## config.mk

```make
export PLATFORM = sky130hd
export DESIGN_NAME = alu_unit
export DESIGN_NICKNAME = d
export VERILOG_FILES = /design/src/rtl/alu_pkg.sv /design/src/rtl/alu_compute.sv /design/src/rtl/alu_unit.sv
export SDC_FILE = /design/constraint.sdc
export NUM_CORES = 1
export LEC_CHECK = 0
export ABC_AREA = 1
export CAP_MARGIN = 20
export CORE_MARGIN = 1
export CORE_UTILIZATION = 32
export CTS_CLUSTER_SIZE = 20
export DETAILED_ROUTE_END_ITERATION = 8
export MAX_ROUTING_LAYER = met4
export PLACE_DENSITY_LB_ADDON = 0.25
export SYNTH_ARGS = -nofsm -noshare
export SYNTH_HDL_FRONTEND = slang
export SYNTH_HIERARCHICAL = 1
export SYNTH_SLANG_ARGS = --single-unit
```

## constraint.sdc

```tcl
create_clock -name clk -period 3.1 [get_ports clk]
set_clock_uncertainty 0.15 [all_clocks]
set_input_delay 0.62 -clock clk [delete_from_list [all_inputs] [get_ports clk]]
set_output_delay 0.62 -clock clk [all_outputs]
set_load 0.005 [all_outputs]
```

## src/rtl/alu_pkg.sv

```systemverilog
// Shared types and constants for the ALU datapath.
// Command encoding used by alu_compute and alu_unit.
package alu_pkg;

    localparam int ALU_CMD_W = 4;

    typedef enum logic [ALU_CMD_W-1:0] {
        CMD_AND = 4'h0,
        CMD_OR  = 4'h1,
        CMD_XOR = 4'h2,
        CMD_NOT = 4'h3,
        CMD_ADD = 4'h4,
        CMD_SUB = 4'h5,
        CMD_MUL = 4'h6,
        CMD_SHL = 4'h7,
        CMD_SHR = 4'h8
    } alu_cmd_e;

endpackage

```

## src/rtl/alu_compute.sv

```systemverilog
// Combinational ALU core: next result/overflow from command, a, b.
// Multiply is only built when ALU_MUL_EN is defined.
module alu_compute
    import alu_pkg::*;
#(
    parameter int SIZE = 8
) (
    input  logic [ALU_CMD_W-1:0] command_i,
    input  logic [SIZE-1:0]      a_i,
    input  logic [SIZE-1:0]      b_i,
    output logic [2*SIZE-1:0]    next_result_o,
    output logic                 next_overflow_o
);

    localparam int W2 = 2 * SIZE;

    logic [SIZE:0]   sum_w;
    logic [SIZE-1:0] diff_w;
    logic            borrow_w;
    logic [W2-1:0]   shl_w;
    logic [W2-1:0]   shl_res;
    logic [SIZE-1:0] shr_w;
    logic [SIZE-1:0] shr_res;
    logic [31:0]     shamt;

    assign shamt    = 32'(b_i);
    assign sum_w    = {1'b0, a_i} + {1'b0, b_i};
    assign diff_w   = a_i - b_i;
    assign borrow_w = (a_i < b_i);

    // Shift in the double-width domain so bits above SIZE are kept.
    assign shl_w   = {{SIZE{1'b0}}, a_i} << b_i;
    assign shl_res = (shamt >= 32'(W2)) ? '0 : shl_w;
    assign shr_w   = a_i >> b_i;
    assign shr_res = (shamt >= 32'(SIZE)) ? '0 : shr_w;

`ifdef ALU_MUL_EN
    logic [W2-1:0] prod_w;

    assign prod_w = {{SIZE{1'b0}}, a_i} * {{SIZE{1'b0}}, b_i};
`endif

    always_comb begin
        next_result_o   = '0;
        next_overflow_o = 1'b0;
        unique case (command_i)
            CMD_AND: begin
                next_result_o = {{SIZE{1'b0}}, a_i & b_i};
            end
            CMD_OR: begin
                next_result_o = {{SIZE{1'b0}}, a_i | b_i};
            end
            CMD_XOR: begin
                next_result_o = {{SIZE{1'b0}}, a_i ^ b_i};
            end
            CMD_NOT: begin
                next_result_o = {{SIZE{1'b0}}, ~a_i};
            end
            CMD_ADD: begin
                next_result_o   = {{(SIZE-1){1'b0}}, sum_w};
                next_overflow_o = sum_w[SIZE];
            end
            CMD_SUB: begin
                next_result_o   = {{SIZE{1'b0}}, diff_w};
                next_overflow_o = borrow_w;
            end
`ifdef ALU_MUL_EN
            CMD_MUL: begin
                next_result_o   = prod_w;
                next_overflow_o = |prod_w[W2-1:SIZE];
            end
`endif
            CMD_SHL: begin
                next_result_o   = shl_res;
                next_overflow_o = |shl_res[W2-1:SIZE];
            end
            CMD_SHR: begin
                next_result_o = {{SIZE{1'b0}}, shr_res};
            end
            default: begin
                next_result_o   = '0;
                next_overflow_o = 1'b0;
            end
        endcase
    end

endmodule

```

## src/rtl/alu_unit.sv

```systemverilog
// Registered ALU top: output registers with sync reset and enable.
// Optional multiply is controlled by the ALU_MUL_EN macro.
module alu_unit
    import alu_pkg::*;
#(
    parameter int SIZE = 8
) (
    input  logic                 clk,
    input  logic                 rst,
    input  logic                 enable,
    input  logic [ALU_CMD_W-1:0] command,
    input  logic [SIZE-1:0]      a,
    input  logic [SIZE-1:0]      b,
    output logic                 overflow,
    output logic [2*SIZE-1:0]    result
);

    logic [2*SIZE-1:0] next_result;
    logic              next_overflow;
    logic [2*SIZE-1:0] result_d;
    logic [2*SIZE-1:0] result_q;
    logic              overflow_d;
    logic              overflow_q;

    alu_compute #(
        .SIZE(SIZE)
    ) u_compute (
        .command_i      (command),
        .a_i            (a),
        .b_i            (b),
        .next_result_o  (next_result),
        .next_overflow_o(next_overflow)
    );

    always_comb begin
        result_d   = result_q;
        overflow_d = overflow_q;
        if (enable) begin
            result_d   = next_result;
            overflow_d = next_overflow;
        end
    end

    // Reset wins over enable and drops any in-flight operation.
    always_ff @(posedge clk) begin
        if (rst) begin
            result_q   <= '0;
            overflow_q <= 1'b0;
        end else begin
            result_q   <= result_d;
            overflow_q <= overflow_d;
        end
    end

    assign result   = result_q;
    assign overflow = overflow_q;

endmodule

```

==> results.md <==
* Synth Register Bits at 17
* Fin. Hold Viols at 0
* Vias in the first global route at 3107
* # IOs at 40
* Warning count from the yosys run at 6
* FF+latch area at 340.3 µm²
* Top cell type's share of synthesized area at 16.90%
* Final Cell Area at 3553 µm²
* Gr ovfl total at 0
* Number of synthesized flops with an enable pin at 0
* Async SR Flop Fraction at 0%
* Post-Place Worst Slack at -0.08514 ns
* Mapped Area at 2731 µm²
* Post-route antenna net violation count at 0
* Slew margin rel. at 57.84%
* WP data arrival at 2.89 ns
* Cell accounting for the most synthesized area: nand2_1
* GRT Max-Usage Layer: met2
* First-pass GRT wire length at 15500 µm
* Clock root cell: clkbuf_8
* Area contributors post-synth: nand2_1 (17%), dfxtp_1 (12%), ha_1 (11%)
* Met2 Use GR at 35.08%
* Grt met3 use at 1.047%
* CTS tree: done
* Flop pwr share at 29.5%
* Predominant post-synthesis flop cell: dfxtp_1
* FILL cells at 899
* Worst-margin pin slew at 0.6271 ns
* Clock power frac at 20.8%
* Sequential area share after synthesis at 12.46%
* Critical Path RT at 3.10 ns
* Met1 usage at 31.38%
* Smallest hold slack at 0.3191 ns
* Via density at 5.169
* Clock Pin Slew Worst Setup and Hold Paths at 0.07 ns
* RSZ-0062 raised after global routing: no
* Initial antenna violation count at 0
* Post-synth top cells: nand2_1 (123), inv_1 (64), nor2_1 (61)
* Vias post-DR at 3370
* Pwr/cell area at 227.3 nW/µm²
* Routed len/inst at 14.31 µm
* CTS Buffer Depth at 2
* Post-CTS Hold Buffers at 0
* Post-synthesis net count at 522
* Final Net Count at 597
* Fmax at 346.6 MHz
* Largest net degree at the start of global routing at 35
* DIE WIDTH at 94.39 µm
* Multi-input logic area at 2016 µm²
* Combinational Power Share at 49.7%
* Finished Layout Cells at 652
* Pre-antenna DRT Iters at 6
* Int Power at 0.4925 mW
* Ant diodes at 0
* Iter 0 DRT Violations at 292
* Clock Latency Late Sink at 0.25 ns
* Slew Limit Fails at 0
* Initial Util at 33.08%
* Critical Path End Type: flip-flop
* Setup ws final at 0.2151 ns
* Crit Path Category: primary input to flip-flop
* Post-CTS Setup Bufs at 0
* Switching Share at 39.01%
* Worst hold path type: flip-flop to flip-flop
* P_sw at 0.3150 mW
* CTS buffer count at 3
* GRT Total Usage at 22.89%
* Syn Area/Cell at 5.775 µm²
* Pleak at 1.768 nW
* Top-count cell post-synth: nand2_1
* Synth Instances at 473
* PortBufs at 39
* Final WL at 9330 µm
* Period minus WS final at 2.885 ns
* Crit-path max FO at 6
* Post-CTS resize count at 0
* P&R area growth vs syn at 30.10%
* Core box area at 8258 µm²
* Status: finished clean
* Routability cong. at 0.9577
* Hpwl dp at 7609 µm
* Number of max-cap violations at 0
* Layout cells sized above 1 at 14.63%
* CTS sink cnt at 17
* Placed cell area at 3488 µm²
* # setup viols final at 0
* Crit start category: primary input
* Max IR drop VDD at 0.0001174 V
* DRC at 0
* Number of H-tree levels at 1
* FP Rows at 33
* Placed cell count at 648
* Final period util at 93.06%
* Die Ht at 94.39 µm
* Count of cell types in the netlist at 39
* Die area at 8909 µm²
-- power groups by stage --
stage	combinational [mW]	sequential (mW)	clock, mW
floorplan	0.222	0.244	0
finish	0.401	0.238	0.168
global placement	0.395	0.243	0
CTS	0.395	0.238	0.172
detailed placement	0.393	0.243	0
global route	0.446	0.240	0.186
-- area by class of cell --
type | count | share of cell area, %
clock inverters | 1 | 0.1408
inverters | 73 | 7.711
clock buffers | 3 | 1.162
well taps | 105 | 3.697
multi-input cells | 369 | 56.73
flip-flops and latches | 17 | 9.577
repair buffers | 84 | 20.99
-- routing by layer --
layer	share of wire, %	vias to the layer above
met1	47	1499
met5	0	-
met2	44	139
li1	-	1706
met4	3.7	0
met3	5.2	26
-- cells by family (layout without fill, tap and decap cells) --
logic type / count (synthesis) / count (layout) / share of synthesized area, %
adder cells (fa/ha/maj): 26 / 26 / 12.46
flip-flops: 17 / 17 / 12.46
AO/OA/AOI/OAI: 73 / 73 / 16.49
XOR/XNOR: 1 / 1 / 0.3207
buffers and inverters: 87 / 161 / 14.25
AND/OR/NAND/NOR: 269 / 269 / 44.02
-- final timing paths --
check | start | end | slack [ns] | depth (start not counted)
max | b[2] | result[5]$_SDFFE_PP0P_ | 0.22 | 13
min | result[15]$_SDFFE_PP0P_ | result[15]$_SDFFE_PP0P_ | 0.32 | 2
max reg2reg | result[4]$_SDFFE_PP0P_ | result[4]$_SDFFE_PP0P_ | 2.37 | 2
min reg2reg | result[15]$_SDFFE_PP0P_ | result[15]$_SDFFE_PP0P_ | 0.32 | 2
-- metrics by stage --
step | setup TNS (ns) | utilization, % | total power, mW
final | 0 | 43.03 | 0.8075
after global routing | 0 | 43.03 | 0.8713
after CTS | 0 | 42.80 | 0.8049
after detailed placement | -0.2676 | 42.24 | 0.6362
after global placement | -0.1322 | 42.24 | 0.6372
after floorplan | 0 | - | 0.4656
-- state kept, by name (all words and copies together), names as in the netlist --
register and cells:
overflow 1, result 16
-- worst max-delay path, cell delays in order --
cell,delay [ns]
clkdlybuf4s50_1,0.49
inv_2,0.05
ha_1,0.37
o31ai_1,0.59
nand2_1,0.10
a21oi_1,0.19
o21ai_0,0.11
nand3_1,0.08
nand4_1,0.07
inv_1,0.06
nand2_1,0.05
nand2_1,0.07
nor2_1,0.04
-- placed cells by master (no fill, tap or decap), drive strengths merged, types with 2 or more instances in the layout --
cell and instances:
clkdlybuf4s50 37, buf 45, o2111ai 3, clkinv 2, nor2 69, ha 24, dfxtp 17, nand2 126
o31ai 4, a21oi 18, a211oi 3, or2 2, inv 72, o21ai 21, fa 2, clkbuf 3
a221oi 2, o21bai 2, o211ai 4, dlymetal6s2s 2, a31oi 2, nor3 5, nand4 24, nand3 42
o22ai 11
Power figures use the tool's default switching activity.
